File: config.mk
export PLATFORM = sky130hd
export DESIGN_NAME = core_mem_arbiter
export DESIGN_NICKNAME = d
export VERILOG_FILES = /design/src/rtl/core_mem_arbiter.sv
export SDC_FILE = /design/constraint.sdc
export NUM_CORES = 1
export LEC_CHECK = 0
export ABC_AREA = 1
export BUFFER_PORTS_ARGS = -buffer_cell sky130_fd_sc_hd__buf_2
export CORE_AREA = 2 2 109 111
export DETAILED_ROUTE_END_ITERATION = 10
export DIE_AREA = 0 0 111 113
export GPL_ROUTABILITY_DRIVEN = 0
export PLACE_DENSITY_LB_ADDON = 0.15
export SLEW_MARGIN = 0
export SYNTH_ARGS = -nofsm -noshare
export SYNTH_HDL_FRONTEND = slang
export SYNTH_SLANG_ARGS = --single-unit
File: constraint.sdc
create_clock -name clk -period 1.8 [get_ports clk]
set_input_delay 0.54 -clock clk [delete_from_list [all_inputs] [get_ports clk]]
set_output_delay 0.54 -clock clk [all_outputs]
set_load 0.02 [all_outputs]
File: src/rtl/core_mem_arbiter.sv
// Round-robin arbiter sharing the core memory port between fetch and load/store.
// One transaction in flight; responses are routed back to the owner with zero latency.
module core_mem_arbiter #(
  parameter int AW = 32,
  parameter int DW = 32
) (
  input  logic          clk,
  input  logic          rst_n,
  input  logic          if_req_valid,
  input  logic [AW-1:0] if_req_addr,
  output logic          if_req_ready,
  output logic          if_rsp_valid,
  output logic [DW-1:0] if_rsp_data,
  output logic          if_rsp_err,
  input  logic          ls_req_valid,
  input  logic [AW-1:0] ls_req_addr,
  input  logic          ls_req_wen,
  input  logic [DW-1:0] ls_req_wdata,
  input  logic [DW/8-1:0] ls_req_wstrb,
  output logic          ls_req_ready,
  output logic          ls_rsp_valid,
  output logic [DW-1:0] ls_rsp_data,
  output logic          ls_rsp_err,
  output logic          mem_req_valid,
  input  logic          mem_req_ready,
  output logic [AW-1:0] mem_req_addr,
  output logic          mem_req_wen,
  output logic [DW-1:0] mem_req_wdata,
  output logic [DW/8-1:0] mem_req_wstrb,
  input  logic          mem_rsp_valid,
  input  logic [DW-1:0] mem_rsp_data,
  input  logic          mem_rsp_err,
  output logic          proto_err
);

  localparam int SW = DW / 8;

  typedef enum logic [1:0] {
    S_IDLE,
    S_ISSUE,
    S_WAIT
  } state_t;

  state_t state_q, state_d;

  // Requester identity: 0 = IF, 1 = LS
  logic last_q, last_d;
  logic owner_q, owner_d;

  logic [AW-1:0] addr_q, addr_d;
  logic          wen_q, wen_d;
  logic [DW-1:0] wdata_q, wdata_d;
  logic [SW-1:0] wstrb_q, wstrb_d;
  logic          perr_q, perr_d;

  logic win_if;
  logic win_ls;
  logic idle;
  logic accept;
  logic in_wait;

  // On a tie the requester that did not win last time goes next
  assign win_if = if_req_valid &&
                  (!ls_req_valid || last_q);
  assign win_ls = ls_req_valid &&
                  (!if_req_valid || !last_q);

  assign idle    = rst_n && (state_q == S_IDLE);
  assign in_wait = (state_q == S_WAIT);

  assign if_req_ready = idle && win_if;
  assign ls_req_ready = idle && win_ls;
  assign accept = if_req_ready || ls_req_ready;

  always_comb begin
    state_d = state_q;
    last_d  = last_q;
    owner_d = owner_q;
    addr_d  = addr_q;
    wen_d   = wen_q;
    wdata_d = wdata_q;
    wstrb_d = wstrb_q;
    perr_d  = perr_q;
    unique case (state_q)
      S_IDLE: begin
        if (accept) begin
          state_d = S_ISSUE;
          last_d  = ls_req_ready;
          owner_d = ls_req_ready;
          if (ls_req_ready) begin
            addr_d  = ls_req_addr;
            wen_d   = ls_req_wen;
            wdata_d = ls_req_wdata;
            wstrb_d = ls_req_wstrb;
          end else begin
            addr_d  = if_req_addr;
            wen_d   = 1'b0;
            wdata_d = '0;
            wstrb_d = '0;
          end
        end
      end
      S_ISSUE: begin
        if (mem_req_ready) begin
          state_d = S_WAIT;
        end
      end
      S_WAIT: begin
        if (mem_rsp_valid) begin
          state_d = S_IDLE;
        end
      end
      default: begin
        state_d = S_IDLE;
      end
    endcase
    if (mem_rsp_valid && !in_wait) begin
      perr_d = 1'b1;
    end
  end

  always_ff @(posedge clk or negedge rst_n) begin
    if (!rst_n) begin
      state_q <= S_IDLE;
      last_q  <= 1'b0;
      owner_q <= 1'b0;
      addr_q  <= '0;
      wen_q   <= 1'b0;
      wdata_q <= '0;
      wstrb_q <= '0;
      perr_q  <= 1'b0;
    end else begin
      state_q <= state_d;
      last_q  <= last_d;
      owner_q <= owner_d;
      addr_q  <= addr_d;
      wen_q   <= wen_d;
      wdata_q <= wdata_d;
      wstrb_q <= wstrb_d;
      perr_q  <= perr_d;
    end
  end

  assign mem_req_valid = (state_q == S_ISSUE);
  assign mem_req_addr  = addr_q;
  assign mem_req_wen   = wen_q;
  assign mem_req_wdata = wdata_q;
  assign mem_req_wstrb = wstrb_q;

  assign if_rsp_valid = mem_rsp_valid && in_wait && !owner_q;
  assign ls_rsp_valid = mem_rsp_valid && in_wait && owner_q;
  assign if_rsp_data  = mem_rsp_data;
  assign if_rsp_err   = mem_rsp_err;
  assign ls_rsp_data  = mem_rsp_data;
  assign ls_rsp_err   = mem_rsp_err;

  assign proto_err = perr_q;

endmodule

Word level (Yosys, flattened, before mapping)
Cells that the tools add are included.
{"block": "classes", "mux": 8, "eq_ne": 5, "n_reduce_logical": 19}
{"op": "$mux 32", "n": 2}
{"op": "$logic_and 1x1->1", "n": 9}
{"op": "$mux 2", "n": 3}
{"op": "$pmux 2 s3", "n": 1}
{"op": "$logic_not 1->1", "n": 4}
{"op": "$mux 4", "n": 1}
{"op": "$ne 2x2->1 const B", "n": 2}
{"op": "$logic_or 1x1->1", "n": 3}
{"op": "$reduce_and 3->1", "n": 1}
{"op": "$eq 2x1->1 const B", "n": 1}
{"op": "$eq 2x2->1 const B", "n": 1}
{"op": "$logic_not 2->1", "n": 1}
{"op": "$ne 2x1->1 const B", "n": 1}
{"op": "$reduce_and 2->1", "n": 1}
{"op": "$mux 1", "n": 1}
{"block": "word_totals", "wordCells": 39, "in_bits": 140, "ff_bits": 73, "output_inout_bits": 141}

Longest topological paths before layout
Gate-level depths: netlist (run 1).
{"block": "logic_depth", "depth_word": 7, "ltp_mapped": 7, "depth_no_buf": 6}

Worst setup path after synthesis (run 1)
Ideal clock, no wire load.
{"block": "synth_timing", "kind": "input to output", "start": "input port if_req_valid", "end": "output port ls_req_ready", "t_arrival_ns": 1.122, "path_stages": 4, "t_required_ns": 1.260, "slack_ns": 0.138, "path_buffers": 1, "cell_sequence": "nand2_1 nand2_2 nor2_4 buf_2"}
{"block": "synth_via", "elab_chain_len": 4}
{"element": "start: declaration", "line": "9", "rtl": "input logic if_req_valid,"}
{"element": "$logic_not 1->1", "line": "66", "rtl": "(!if_req_valid || !last_q);"}
{"element": "$logic_or 1x1->1", "line": "66"}
{"element": "$logic_and 1x1->1", "line": "65", "rtl": "assign win_ls = ls_req_valid &&"}
{"element": "$logic_and 1x1->1", "line": "72", "rtl": "assign ls_req_ready = idle && win_ls;"}
{"element": "end: declaration", "line": "20", "rtl": "output logic ls_req_ready,"}
Every way passes these cells.

Final worst setup path (run 1)
{"block": "layout_timing", "start": "register state_q[0]", "end": "output port ls_req_ready"}
{"block": "layout_via", "elab_chain_len": 3}
{"element": "start: declaration", "line": "44", "rtl": "state_t state_q, state_d;"}
{"element": "start signal: assignment", "line": "133", "rtl": "state_q <= state_d;"}
{"element": "$logic_not 2->1", "line": "68", "rtl": "assign idle = rst_n && (state_q == S_IDLE);"}
{"element": "$logic_and 1x1->1", "line": "68"}
{"element": "$logic_and 1x1->1", "line": "72"}
Every way passes these cells.

==> run metrics, run 1 <==
Diodes inserted 0; Synth Instances 496; CTS Sinks 73; crit-path max FO 2; I/O pin count 281; Synth Area in Adders 0%; Die Ht 113 µm; area of placed instances 0.00461 mm²; PwrDens 1680 mW/mm²; period utilisation layout 99.8%; First-pass DRT Iterations 4; RSZ-0062 raised after global routing yes; mux cell area share after synthesis 0%; worst stage delay on the critical path 410 ps; WL final 11,000 µm; CP Class flop to output port; antenna violations before repair 0; CTS Buf Count 9; design area 0.00498 mm²; number of global-route vias before repair 3,639; clock slew at reported path FFs 50 ps; CTS Hold Bufs 0; routed length per instance 14.5 µm; Slew Limit Fails 0; Crit. End Element output port; Nets 750; initial DRC count 143; FP Rows 39; crit path DAT 1260 ps; GRT Total Usage 17.6%; Worst-Margin Slew 639 ps; slowest cell on the critical path dfrtp_1; relative slew slack 57.4%; cell chain of the critical path nor2_4 -> nand2_2 -> nor2_4 -> buf_6; remaining antenna violation count after routing 0; crit path time final 1800 ps; Core Footprint 0.0113 mm²; vias per cell 4.69; Remaining Overflow, GRT 0; status complete, no violations; number of fill cells 1,167; compound-gate portion of the synthesized area 6.88%; Cell variety after synth 19; Syn Area/Cell 8.02 µm²; Die X 111 µm; Worst-Skew Late Latency 330 ps; Post-Synth Simple-Gate Area 27.7%; first-pass GRT wire length 18,000 µm; Final setup viols 0; largest net degree at the start of global routing 71; Buffers on Ports 181; syn_nets 636; Place WS 71.5 ps; Worst Setup Start Kind flop; die area 0.0125 mm²; # H-tree levels 3; final setup margin 4.40 ps; Crit path top cell by count nor2_4; CTS tree done; Critical Path RT 1260 ps; Hold/Removal Path Class input pin to asynchronous set/reset pin; share of layout cells above drive strength 1 36.5%; clock root cell clkbuf_16; sequential-to-total area share from yosys stat 45.9%; detailed placement HPWL 7710 µm; xor/xnor cell area share of the yosys netlist 0%; Initial Util 35.3%; Ys Warns 0; area added between synthesis and finish 25.2%; leakage 2.86 nW; clock tree buffer depth 2; Seq cells post-synth 73; peak supply drop 775 µV; Max Fclk 0.557 GHz; Tot Pwr 8.39 mW; Core Util, Final 44.2%; clock skew 6.08 ps; Hold Violations, Final 0; DRC viols 0; # Max-Cap Violations 0; largest family of logic cells by synthesized area simple AND/OR/NAND/NOR gates; cell area after synthesis 0.00398 mm²; DR vias 3,547
[worst max-delay path, delay by kind of cell (launching register included)]
kind                   cells  cell delay (ps)
buffers and inverters      1              130
AND/OR/NAND/NOR            3              390
flip-flops                 1              410
[state kept, by name, summed over array words and instances, names as in the netlist]
signal,flops
mem_req_addr,32
mem_req_wdata,32
mem_req_wen,1
mem_req_wstrb,4
owner_q,1
proto_err,1
state_q,2
[cells in the final DEF, fill, tap and decap left out, types with 4 or more instances in the layout]
cell and instances:
nand2_1 142, inv_1 33, inv_2 4, nand3_1 102, o21bai_1 32, dfrtp_1 73, clkbuf_16 9, buf_12 5
buf_2 175, buf_4 16
[synth_stat cells, drive strengths merged]
| cell type | n | area share (%) |
|---|---|---|
| a21o | 1 | 0.19 |
| a21oi | 1 | 0.22 |
| buf | 91 | 16 |
| clkbuf | 5 | 0.47 |
| dfrtp | 73 | 46 |
| inv | 37 | 3.5 |
| nand2 | 145 | 14 |
| nand3 | 102 | 13 |
| nand4 | 1 | 0.31 |
| nor2 | 5 | 0.72 |
| o211ai | 1 | 0.19 |
| o21ai | 2 | 0.25 |
| o21bai | 32 | 6.0 |
[per-layer routing]
layer / global-route usage [%] / wire length, µm / vias up
met4: 7.50 / 259 / 0
met1: 21.5 / 4700 / 1658
met5: 0 / 0 / -
li1: - / - / 1738
met2: 29.1 / 5200 / 118
met3: 5.46 / 792 / 33
[where the power goes]
group	total [mW]	internal [mW]	switching, mW
registers	2.80	2.39	0.416
logic	3.69	1.31	2.38
clock network	1.89	1.24	0.650
total	8.39	4.95	3.45
[path summary, 6_finish.rpt]
check / slack (ps) / end / cells after the start / start
setup / recovery: 4 / ls_req_ready / 4 / state_q[0]
hold / removal: 250 / mem_req_addr[6] / 2 / rst_n
setup reg to reg: 130 / mem_req_addr[29] / 9 / state_q[0]
hold reg to reg: 460 / proto_err / 1 / proto_err
max in group asynchronous: 980 / mem_req_wdata[31] / 2 / rst_n
min in group clk: 410 / mem_req_wstrb[3] / 3 / ls_req_wstrb[3]
[cell type report]
| class | count | area (µm²) | share of cell area [%] |
|---|---|---|---|
| repair buffers | 199 | 1130 | 22.7 |
| multi-input cells | 290 | 1400 | 28.1 |
| inverters | 37 | 139 | 2.79 |
| clock buffers | 12 | 246 | 4.94 |
| clock inverters | 3 | 65.1 | 1.31 |
| well taps | 143 | 179 | 3.59 |
| flip-flops and latches | 73 | 1830 | 36.6 |
[logic make-up (layout without fill, tap and decap cells)]
kind of cell	after synthesis	after routing
and+or+nand+nor	253	253
buffers and inverters	133	251
DFF	73	73
AOI/OAI and AO/OA	37	37
[metrics by stage]
step | TNS [ps] | std cells | hold WS [ps]
2_1_floorplan | 0 | 496 | 244
3_3_place_gp | 0 | 739 | 440
3_5_place_dp | 0 | 739 | 444
4_1_cts | -34.6 | 757 | 260
5_1_grt | -134 | 757 | 278
6_report | 0 | 757 | 253
[timing repair]
action,in CTS,in global routing
pin swaps,4,3
setup endpoints to repair,2,12
cloned,0,0
gates resized for setup,7,8
buffers inserted,3,0
(Power assumes the default switching activity.)
==> inputs of run 2 (changes only) <==
==> constraint.sdc (replaced) <==
create_clock -name clk -period 1.8 [get_ports clk]
set_input_delay 0.18 -clock clk [delete_from_list [all_inputs] [get_ports clk]]
set_output_delay 0.18 -clock clk [all_outputs]
set_load 0.02 [all_outputs]
==> run 2 against run 1 <==
  * Flip-flop and latch count is the same
  * Highest routed layer unchanged
  * Non-clock buffer count shrank 1
  * Total power shrank 2.2%
  * Design area shrank 0.83%
  * First-iteration DRC count grew 8.4%
  * Utilization shrank 0.37 points
  * Sequential share of layout area grew 0.31 points
  * Worst hold slack lost 200 ps
  * Fmax grew 7.8%
  * Critical path depth grew 1
  * Routed wire length grew 3.7%
==> run metrics, run 2 (synthesis gave the netlist of run 1 again) <==
Nets 749; number of fill cells 1,176; Max Fclk 0.600 GHz; PwrDens 1660 mW/mm²; Buffers on Ports 181; Initial Util 35.3%; Multi-input gate area 0.00139 mm²; vias per cell 4.69; die area 0.0125 mm²; Min-Delay Path Depth 3; sequential cell area 0.00183 mm²; setup tns final 0 ps; Hold/Removal Path Class input pin to flop; WL final 11,400 µm; clock skew 7.56 ps; area added between synthesis and finish 24.2%; GRT Total Usage 18.0%; CTS tree done; Crit path max-delay family flip-flops; final setup margin 134 ps; CTS Hold Bufs 0; # H-tree levels 3; Worst Path Buf+Inv 2; remaining antenna violation count after routing 0; number of global-route vias before repair 3,594; DR vias 3,543; Die Ht 113 µm; leakage 2.85 nW; Slew Limit Fails 0; Crit path top cell by count nor2_4; Remaining Overflow, GRT 0; # Max-Cap Violations 0; Final setup viols 0; CTS Buf Count 9; DRC viols 0; RSZ-0062 raised after global routing no; share of layout cells above drive strength 1 35.9%; leading cell type in the layout, fill and taps excluded buf_2; Die X 111 µm; crit path DAT 1490 ps; clock root cell clkbuf_16; crit path time final 1670 ps; initial DRC count 155; slowest cell on the critical path dfrtp_1; status complete, no violations; antenna violations before repair 0; FP Rows 39; Worst-Margin Slew 960 ps; routed length per instance 15.0 µm; crit-path max FO 12; First-pass DRT Iterations 4; R2R cell count 8; Worst Setup Start Kind flop; Crit. End Element output port; Core Util, Final 43.9%; Critical Path RT 1620 ps; period utilisation layout 92.6%; Worst-Skew Late Latency 330 ps; clock tree buffer depth 2; Diodes inserted 0; design area 0.00494 mm²; most frequent cells in the layout 180 x buf_2, 143 x nand2_1, 102 x nand3_1; Core Footprint 0.0113 mm²; first-pass GRT wire length 18,200 µm; CP Class flop to output port; detailed placement HPWL 7720 µm; worst stage delay on the critical path 420 ps; relative slew slack 36.0%; CTS Sinks 73; peak supply drop 668 µV; clock slew at reported path FFs 60 ps; area of placed instances 0.00456 mm²; largest net degree at the start of global routing 74; Hold Violations, Final 0; I/O pin count 281; Place WS 169 ps; cell chain of the critical path nor2_4 -> nand2_4 -> nor2_4 -> buf_12 -> buf_2; Stages on worst setup path 5
==> run 2: cell count changes in the layout (fill, tap and decap cells not counted), sizes merged <==
cell	previous run	this run
buf	199	196
clkinvlp	0	2
clkbuf	12	10
bufbuf	0	1
clkinv	1	3
bufinv	2	1
==> run 2: power by group <==
| group | internal (mW) | leakage, nW | switching, mW |
|---|---|---|---|
| Combinational | 1.30 | 1.78 | 2.37 |
| Sequential | 2.39 | 0.931 | 0.410 |
| Clock | 1.06 | 0.137 | 0.683 |
==> run 2: per-layer routing <==
metal  GRT usage, %  wire length, µm
met5              0                0
met4           7.33              201
met3           5.57              809
met2           28.5             5390
met1           23.0             4950
==> run 2: worst min-delay path, delay by kind of cell <==
family / cells / cell delay [ps]
and+or+nand+nor: 2 / 90
buffers and inverters: 1 / 70
==> run 2: metrics by stage <==
| stage | total power, mW | hold WS, ps | cells |
|---|---|---|---|
| floorplan | 5.26 | -116 | 496 |
| global placement | 6.35 | 360 | 736 |
| detailed placement | 6.40 | 360 | 736 |
| CTS | 8.26 | 33.0 | 753 |
| global route | 8.80 | 56.0 | 756 |
| finish | 8.21 | 49.5 | 756 |
==> run 2: repair_timing <==
item,4_1_cts,5_1_grt
pin swaps,1,2
cloned,1,1
setup buffers,1,2
gates resized for setup,2,1
setup endpoints to repair,1,1
==> run 2: area by class of cell <==
cell class                 instances  area share, %
sequential                        73           37.0
multi-input combinational        290           28.2
timing repair buffer             198           22.7
clock buffer                       9           4.56
tap                              143           3.62
inverter                          37           2.81
clock inverter                     6           1.21
==> run 2: path summary, 6_finish.rpt <==
check                            startpoint           endpoint  slack [ps]
setup / recovery                 state_q[1]       ls_req_ready         130
hold / removal             ls_req_wdata[17]  mem_req_wdata[17]          50
setup reg to reg                 state_q[1]   mem_req_addr[20]         180
hold reg to reg                   proto_err          proto_err         460
max in group asynchronous             rst_n   mem_req_wstrb[2]        1010
min in group asynchronous             rst_n         state_q[0]         180
